==> src/rtl/bec_ladder_sequencer_pkg.sv <==
// Shared types and constants for the BEC ladder run sequencer.
package bec_ladder_sequencer_pkg;

  localparam int DEF_WIDTH   = 163;
  localparam int DEF_TIMEOUT = 2000;

  typedef enum logic [2:0] {
    S_IDLE     = 3'd0,
    S_UPLOAD   = 3'd1,
    S_PROC     = 3'd2,
    S_DOWNLOAD = 3'd3,
    S_DONE     = 3'd4,
    S_ERROR    = 3'd5
  } state_e;

  localparam logic [1:0] ERR_NONE     = 2'b00;
  localparam logic [1:0] ERR_TIMEOUT  = 2'b01;
  localparam logic [1:0] ERR_UNDERRUN = 2'b10;
  localparam logic [1:0] ERR_OVERRUN  = 2'b11;

  function automatic logic is_busy(input state_e s);
    return (s == S_UPLOAD) || (s == S_PROC) || (s == S_DOWNLOAD);
  endfunction

endpackage

==> src/rtl/bec_ladder_sequencer_if.sv <==
// Control, core-handshake and wrapper-enable signals of the ladder sequencer.
interface bec_ladder_sequencer_if #(
  parameter int CNT_W = 8
);
  logic             start;
  logic             abort;
  logic             ack;
  logic [3:0]       becStatus;
  logic             next_key;
  logic             slv_done;
  logic             load_data;
  logic             op_shift;
  logic             master_ena_proc;
  logic             key_shift;
  logic             capture_en;
  logic             busy;
  logic             done;
  logic             err;
  logic [1:0]       err_code;
  logic [2:0]       state_o;
  logic [CNT_W-1:0] bit_cnt_o;

  modport master (
    output start, abort, ack, becStatus, next_key, slv_done,
    input  load_data, op_shift, master_ena_proc, key_shift, capture_en,
    input  busy, done, err, err_code, state_o, bit_cnt_o
  );

  modport slave (
    input  start, abort, ack, becStatus, next_key, slv_done,
    output load_data, op_shift, master_ena_proc, key_shift, capture_en,
    output busy, done, err, err_code, state_o, bit_cnt_o
  );
endinterface

==> src/rtl/bec_ladder_sequencer_watchdog.sv <==
// No-progress watchdog: counts busy cycles without progress, flags the cycle that would reach TIMEOUT.
module bec_ladder_sequencer_watchdog #(
  parameter int TIMEOUT = 2000,
  parameter int TO_W    = $clog2(TIMEOUT + 1)
) (
  input  logic clk,
  input  logic rst,
  input  logic clear,
  input  logic run,
  output logic expired
);

  localparam logic [TO_W-1:0] LIMIT = TO_W'(TIMEOUT - 1);
  localparam logic [TO_W-1:0] CAP   = TO_W'(TIMEOUT);

  logic [TO_W-1:0] cnt;

  // Stall counter, saturating at TIMEOUT
  always_ff @(posedge clk) begin
    if (rst) begin
      cnt <= '0;
    end else if (clear || !run) begin
      cnt <= '0;
    end else if (cnt < CAP) begin
      cnt <= cnt + TO_W'(1);
    end else begin
      cnt <= cnt;
    end
  end

  // Fires in the TIMEOUT-th consecutive stalled cycle so ERROR follows one clock later
  assign expired = run && !clear && (cnt >= LIMIT);

endmodule

==> src/rtl/bec_ladder_sequencer.sv <==
// Sequences one BEC ladder run: operand upload, key-driven processing, result download.
module bec_ladder_sequencer
  import bec_ladder_sequencer_pkg::*;
#(
  parameter int WIDTH   = DEF_WIDTH,
  parameter int TIMEOUT = DEF_TIMEOUT,
  parameter int CNT_W   = $clog2(WIDTH),
  parameter int TO_W    = $clog2(TIMEOUT + 1)
) (
  input logic                   wb_clk_i,
  input logic                   wb_rst_i,
  bec_ladder_sequencer_if.slave bus
);

  localparam logic [CNT_W-1:0] LAST = CNT_W'(WIDTH - 1);
  localparam logic [CNT_W-1:0] FULL = CNT_W'(WIDTH);

  state_e           state;
  state_e           state_next;
  logic [CNT_W-1:0] bit_cnt;
  logic [CNT_W-1:0] cnt_next;
  logic [CNT_W-1:0] keys_seen;
  logic [1:0]       err_code;
  logic [1:0]       code_next;
  logic             load_data;
  logic             op_shift;
  logic             ena_proc;
  logic             key_shift;
  logic             capture_en;
  logic             progress;
  logic             wd_expired;
  logic             unused_status;

  assign unused_status = ^{bus.becStatus[3], bus.becStatus[1]};

  // Progress is derived from inputs and state only, so the watchdog never loops through the FSM
  assign progress = bus.abort
                  || ((state == S_UPLOAD)   && bus.becStatus[2])
                  || ((state == S_PROC)     && (bus.next_key || bus.slv_done))
                  || ((state == S_DOWNLOAD) && bus.becStatus[0]);

  bec_ladder_sequencer_watchdog #(
    .TIMEOUT (TIMEOUT),
    .TO_W    (TO_W)
  ) u_watchdog (
    .clk     (wb_clk_i),
    .rst     (wb_rst_i),
    .clear   (progress),
    .run     (is_busy(state)),
    .expired (wd_expired)
  );

  // State, bit counter and error code registers
  always_ff @(posedge wb_clk_i) begin
    if (wb_rst_i) begin
      state    <= S_IDLE;
      bit_cnt  <= '0;
      err_code <= ERR_NONE;
    end else begin
      state    <= state_next;
      bit_cnt  <= cnt_next;
      err_code <= code_next;
    end
  end

  // Next-state, counter update and enable decode
  always_comb begin
    state_next = state;
    cnt_next   = bit_cnt;
    code_next  = err_code;
    keys_seen  = bit_cnt;
    load_data  = 1'b0;
    op_shift   = 1'b0;
    ena_proc   = 1'b0;
    key_shift  = 1'b0;
    capture_en = 1'b0;
    if (bus.abort) begin
      state_next = S_IDLE;
      cnt_next   = '0;
      code_next  = ERR_NONE;
    end else begin
      case (state)
        S_IDLE: begin
          cnt_next  = '0;
          code_next = ERR_NONE;
          if (bus.start) begin
            state_next = S_UPLOAD;
          end else begin
            state_next = S_IDLE;
          end
        end
        S_UPLOAD: begin
          load_data = bus.becStatus[2];
          op_shift  = bus.becStatus[2];
          if (bus.becStatus[2]) begin
            if (bit_cnt == LAST) begin
              state_next = S_PROC;
              cnt_next   = '0;
            end else begin
              cnt_next = bit_cnt + CNT_W'(1);
            end
          end else if (wd_expired) begin
            state_next = S_ERROR;
            code_next  = ERR_TIMEOUT;
          end else begin
            cnt_next = bit_cnt;
          end
        end
        S_PROC: begin
          ena_proc = 1'b1;
          if (bus.next_key && (bit_cnt == FULL)) begin
            // The surplus key bit is never shifted into the wrapper
            key_shift  = 1'b0;
            state_next = S_ERROR;
            code_next  = ERR_OVERRUN;
          end else begin
            key_shift = bus.next_key;
            if (bus.next_key) begin
              keys_seen = bit_cnt + CNT_W'(1);
            end else begin
              keys_seen = bit_cnt;
            end
            if (bus.slv_done) begin
              if (keys_seen == FULL) begin
                state_next = S_DOWNLOAD;
                cnt_next   = '0;
              end else begin
                state_next = S_ERROR;
                code_next  = ERR_UNDERRUN;
                cnt_next   = keys_seen;
              end
            end else if (bus.next_key) begin
              cnt_next = keys_seen;
            end else if (wd_expired) begin
              state_next = S_ERROR;
              code_next  = ERR_TIMEOUT;
            end else begin
              cnt_next = bit_cnt;
            end
          end
        end
        S_DOWNLOAD: begin
          capture_en = bus.becStatus[0];
          if (bus.becStatus[0]) begin
            if (bit_cnt == LAST) begin
              state_next = S_DONE;
              cnt_next   = FULL;
            end else begin
              cnt_next = bit_cnt + CNT_W'(1);
            end
          end else if (wd_expired) begin
            state_next = S_ERROR;
            code_next  = ERR_TIMEOUT;
          end else begin
            cnt_next = bit_cnt;
          end
        end
        S_DONE: begin
          if (bus.ack) begin
            state_next = S_IDLE;
            cnt_next   = '0;
          end else begin
            state_next = S_DONE;
          end
        end
        S_ERROR: begin
          if (bus.ack) begin
            state_next = S_IDLE;
            cnt_next   = '0;
            code_next  = ERR_NONE;
          end else begin
            state_next = S_ERROR;
          end
        end
        default: begin
          state_next = S_IDLE;
          cnt_next   = '0;
          code_next  = ERR_NONE;
        end
      endcase
    end
  end

  assign bus.load_data       = load_data;
  assign bus.op_shift        = op_shift;
  assign bus.master_ena_proc = ena_proc;
  assign bus.key_shift       = key_shift;
  assign bus.capture_en      = capture_en;
  assign bus.busy            = is_busy(state);
  assign bus.done            = (state == S_DONE);
  assign bus.err             = (state == S_ERROR);
  assign bus.err_code        = err_code;
  assign bus.state_o         = state;
  assign bus.bit_cnt_o       = bit_cnt;

endmodule

==> src/flat_wrapper.sv <==
// flat-port wrapper written by rule: the top's interface ports become plain ports
module bec_ladder_sequencer_flat import bec_ladder_sequencer_pkg::*;
#(
  parameter int WIDTH   = DEF_WIDTH,
  parameter int TIMEOUT = DEF_TIMEOUT,
  parameter int CNT_W   = $clog2(WIDTH),
  parameter int TO_W    = $clog2(TIMEOUT + 1)
)
  (wb_clk_i, wb_rst_i, bus_start, bus_abort, bus_ack, bus_becStatus, bus_next_key, bus_slv_done, bus_load_data, bus_op_shift, bus_master_ena_proc, bus_key_shift, bus_capture_en, bus_busy, bus_done, bus_err, bus_err_code, bus_state_o, bus_bit_cnt_o);
  bec_ladder_sequencer_if #(.CNT_W(CNT_W)) bus_i ();
  input logic wb_clk_i;
  input logic wb_rst_i;
  input wire logic [$bits(bus_i.start)-1:0] bus_start;
  input wire logic [$bits(bus_i.abort)-1:0] bus_abort;
  input wire logic [$bits(bus_i.ack)-1:0] bus_ack;
  input wire logic [$bits(bus_i.becStatus)-1:0] bus_becStatus;
  input wire logic [$bits(bus_i.next_key)-1:0] bus_next_key;
  input wire logic [$bits(bus_i.slv_done)-1:0] bus_slv_done;
  output wire logic [$bits(bus_i.load_data)-1:0] bus_load_data;
  output wire logic [$bits(bus_i.op_shift)-1:0] bus_op_shift;
  output wire logic [$bits(bus_i.master_ena_proc)-1:0] bus_master_ena_proc;
  output wire logic [$bits(bus_i.key_shift)-1:0] bus_key_shift;
  output wire logic [$bits(bus_i.capture_en)-1:0] bus_capture_en;
  output wire logic [$bits(bus_i.busy)-1:0] bus_busy;
  output wire logic [$bits(bus_i.done)-1:0] bus_done;
  output wire logic [$bits(bus_i.err)-1:0] bus_err;
  output wire logic [$bits(bus_i.err_code)-1:0] bus_err_code;
  output wire logic [$bits(bus_i.state_o)-1:0] bus_state_o;
  output wire logic [$bits(bus_i.bit_cnt_o)-1:0] bus_bit_cnt_o;
  assign bus_i.start = bus_start;
  assign bus_i.abort = bus_abort;
  assign bus_i.ack = bus_ack;
  assign bus_i.becStatus = bus_becStatus;
  assign bus_i.next_key = bus_next_key;
  assign bus_i.slv_done = bus_slv_done;
  assign bus_load_data = bus_i.load_data;
  assign bus_op_shift = bus_i.op_shift;
  assign bus_master_ena_proc = bus_i.master_ena_proc;
  assign bus_key_shift = bus_i.key_shift;
  assign bus_capture_en = bus_i.capture_en;
  assign bus_busy = bus_i.busy;
  assign bus_done = bus_i.done;
  assign bus_err = bus_i.err;
  assign bus_err_code = bus_i.err_code;
  assign bus_state_o = bus_i.state_o;
  assign bus_bit_cnt_o = bus_i.bit_cnt_o;
  bec_ladder_sequencer #(.WIDTH(WIDTH), .TIMEOUT(TIMEOUT), .CNT_W(CNT_W), .TO_W(TO_W)) u_core (.wb_clk_i(wb_clk_i), .wb_rst_i(wb_rst_i), .bus(bus_i));
endmodule
==> config.mk <==
export PLATFORM = sky130hd
export DESIGN_NAME = bec_ladder_sequencer_flat
export DESIGN_NICKNAME = d
export VERILOG_FILES = /design/src/rtl/bec_ladder_sequencer_pkg.sv /design/src/rtl/bec_ladder_sequencer_if.sv /design/src/rtl/bec_ladder_sequencer_watchdog.sv /design/src/rtl/bec_ladder_sequencer.sv /design/src/flat_wrapper.sv
export SDC_FILE = /design/constraint.sdc
export NUM_CORES = 1
export LEC_CHECK = 0
export CAP_MARGIN = 40
export CORE_MARGIN = 2
export CORE_UTILIZATION = 39
export CTS_BUF_LIST = sky130_fd_sc_hd__clkbuf_8
export CTS_CLUSTER_SIZE = 40
export DETAILED_ROUTE_END_ITERATION = 12
export PLACE_DENSITY = 0.72
export SKIP_CTS_REPAIR_TIMING = 1
export SLEW_MARGIN = 20
export SYNTH_ARGS = -nofsm -noshare
export SYNTH_HDL_FRONTEND = slang
export SYNTH_HIERARCHICAL = 1
export SYNTH_SLANG_ARGS = --single-unit
==> constraint.sdc <==
create_clock -name wb_clk_i -period 4.2 [get_ports wb_clk_i]
set_input_delay 0.84 -clock wb_clk_i [delete_from_list [all_inputs] [get_ports wb_clk_i]]
set_output_delay 0.84 -clock wb_clk_i [all_outputs]
set_load 0.005 [all_outputs]
==> impl_metrics.tcl <==
set metrics [dict create \
    synth-edff-count 0 \
    max_clock_freq_mhz 306.5 \
    floorplan.die.width_um 74.66 \
    cp.arrival_ns 2.42 \
    finClkSkew_ns 0.002235 \
    crit_path_start_kind "flip-flop" \
    outcome "finished, final reports clean" \
    criticalPathCategory "flip-flop to primary output" \
    post_route_cell_area_sq_um 2273 \
    num_io_pins 32 \
    report.final.hold_viol_count 0 \
    p_leak_nw 0.7390 \
    timing.slew.headroom_pct 59.44 \
    cts_made_buffers 3 \
    antenna-diode-count 0 \
    total_clock_sinks 24 \
    route.antenna.remaining_nets 0 \
    cts_htree_levels 1 \
    synth-async-reset-ratio_pct 0 \
    tritoncts "yes" \
    drc_errors 0 \
    timing.max_cap.violations 0 \
    grt_util_all_layers_pct 18.88 \
    total_of_flip_flops_plus_latches_after_synthesis 24 \
    critical_path.endpoint_type "primary output" \
    setup_ws_ns 0.9369 \
    yosysWarningCount 6 \
    first_global_vias 1727 \
    flow.area_growth_from_synthesis_pct 16.77 \
    timing_max_transition_violations_final 0 \
    core.rowCount 25 \
    synth_sequential_area_ratio_pct 24.68 \
    most_frequent_cell_after_synthesis "sky130_fd_sc_hd__nand2_1" \
    hold_class "flip-flop to flip-flop" \
    dp_hpwl_mm 3.562 \
    synth_top_cells_by_area "sky130_fd_sc_hd__dfxtp_1 25%, sky130_fd_sc_hd__a21oi_1 5.4%, sky130_fd_sc_hd__nand2_1 4.8%" \
    synth_cell_types 67 \
    place_worst_setup_slack_ns 0.9915 \
    top_flip_flop_cell_by_instance_count_after_synthesis "sky130_fd_sc_hd__dfxtp_1" \
    worst-endpoint-required_ns 3.36 \
    postSynthCellCount 245 \
    synthesis.area_per_instance_sq_um 7.946 \
    grt_max_degree 19 \
    port-buffer-count 29 \
    synth_fp_nets 259 \
    coreArea_sq_um 4755 \
    first_iter_violations 173 \
    clk_pin_slew_worst_paths_ns 0.09 \
    total_power_mw 0.4867 \
    initial_core_util_pct 40.95 \
    fp.dieH_um 74.66 \
    vias 1937 \
    globalplace.congestion 0.8730 \
    layout_min_cycle_time_ns 3.263 \
    measured_slew_at_the_worst_slew_check_pin_ns 0.6020 \
    vdd.ir_drop.worst_mv 0.1024 \
    cp_max_fo 14 \
    critical-path-slowest-cell "sky130_fd_sc_hd__dfxtp_1" \
    post-synth-top-area-fraction_pct 24.68 \
    fin_tns_setup_ns 0 \
    antenna_found_initial 0 \
    grt-ovfl-total 0 \
    route.detailed.wl_per_inst_um 15.16 \
    synth_area_sq_um 1947 \
    power.density_cell_area_nw_per_um2 214.1 \
    route.detailed.vias_per_inst 5.888 \
    setup_viol_count_final 0 \
    final_layout_size_suffix_gt1_share_pct 9.160 \
    worst_skew_pair.late_latency_ns 0.27 \
    die_area_sq_um 5573 \
    fin_crit_sh_pct 77.69 \
    grt_first_pass_wirelength_mm 8.259 \
    layout.nets 277 \
    placement.cell_area_sq_um 2202 \
    netlist_top_cells_count "25 x sky130_fd_sc_hd__nand2_1, 24 x sky130_fd_sc_hd__dfxtp_1, 22 x sky130_fd_sc_hd__nor2_1" \
    critical-path-max-stage-delay_ns 0.61 \
    sum_of_routed_wire_length_over_all_layers_mm 4.986 \
    post-synth-top-area-cell "sky130_fd_sc_hd__dfxtp_1" \
    dr.pass1.iters 4 \
    unrepaired_setup_endpoints_after_global_routing "false" \
    cts-root-to-sink-buffers 2 \
    root_buf_cell "sky130_fd_sc_hd__clkbuf_8" \
    crit_path_cell_trace "or3b_1 -> nor2_1 -> and3_1 -> clkdlybuf4s50_1" \
]
-- worst paths after layout --
path,start,endpoint,slack [ns],depth (start not counted)
max,u_core/bus.state_o[1],bus_key_shift,0.94,4
min reg2reg,u_core/u_watchdog/cnt[8],u_core/u_watchdog/cnt[8],0.52,2
min,u_core/u_watchdog/cnt[8],u_core/u_watchdog/cnt[8],0.52,2
max reg2reg,u_core/bus.state_o[0],u_core/bus.state_o[1],1.55,11
-- worst max-delay path: cells and delay by family, from the launching register on --
family | cells | cell delay (ns)
buffers and inverters | 1 | 0.50
DFF | 1 | 0.61
and+or+nand+nor | 3 | 1.05
-- registers in the layout (all words and copies together) (netlist names) --
| name | count |
|---|---|
| u_core/bus.bit_cnt_o | 8 |
| u_core/bus.err_code | 2 |
| u_core/bus.state_o | 3 |
| u_core/u_watchdog/cnt | 11 |
-- where the power goes --
group | switching, mW | internal (mW)
Clock | 0.0778 | 0.127
Sequential | 0.00274 | 0.228
Combinational | 0.0287 | 0.0216
-- routing by layer --
| metal | part of all wire [%] | routed length, um | up-vias | global-route usage [%] |
|---|---|---|---|---|
| met5 | 0 | 0 | - | 0 |
| met4 | 0.82 | 41 | 0 | 6.548 |
| met3 | 5.1 | 256 | 4 | 2.811 |
| met2 | 48 | 2401 | 68 | 30.97 |
| met1 | 46 | 2286 | 907 | 25.39 |
| li1 | - | - | 958 | - |
-- through the flow --
step	std cells	util (%)	hold WS [ns]
CTS	329	47.82	0.5186
detailed placement	325	46.32	0.5081
floorplan	245	-	0.4681
global placement	325	46.32	0.4959
finish	329	47.82	0.5186
global route	329	47.82	0.5517
-- cell families (layout without fill, tap and decap cells) --
logic type / after synthesis / after routing / synth area share [%]
muxes: 6 / 6 / 3.085
xor gates and xnor gates: 4 / 4 / 1.800
and+or+nand+nor: 104 / 104 / 29.50
AOI/OAI and AO/OA: 80 / 80 / 30.98
buffers and inverters: 24 / 41 / 8.033
adders and majority gates: 3 / 3 / 1.928
DFF: 24 / 24 / 24.68
-- cell type report --
| cell class | instances | area (sq um) |
|---|---|---|
| fill | 493 | 2481 |
| clock buffer | 3 | 41.29 |
| timing repair buffer | 31 | 305.3 |
| sequential | 24 | 480.5 |
| tap | 67 | 83.83 |
| inverter | 6 | 22.52 |
| multi-input combinational | 197 | 1310 |
| clock inverter | 1 | 30.03 |
-- cells in the final DEF (no fill, tap or decap), types with 4 or more instances in the layout --
cell type,synthesis,final
sky130_fd_sc_hd__mux2i_1,6,6
sky130_fd_sc_hd__nor3_1,8,8
sky130_fd_sc_hd__nand2_1,25,25
sky130_fd_sc_hd__dfxtp_1,24,24
sky130_fd_sc_hd__nor2_1,22,22
sky130_fd_sc_hd__clkdlybuf4s50_1,0,29
sky130_fd_sc_hd__a21oi_1,21,21
sky130_fd_sc_hd__a41oi_1,4,4
sky130_fd_sc_hd__nand3_1,10,10
sky130_fd_sc_hd__and3_1,4,4
sky130_fd_sc_hd__a211oi_1,8,8
sky130_fd_sc_hd__inv_1,6,6
sky130_fd_sc_hd__nand2b_1,7,7
sky130_fd_sc_hd__o21ai_0,7,7
sky130_fd_sc_hd__a311oi_1,4,4
sky130_fd_sc_hd__o21bai_1,4,4
(Power assumes the default switching activity.)
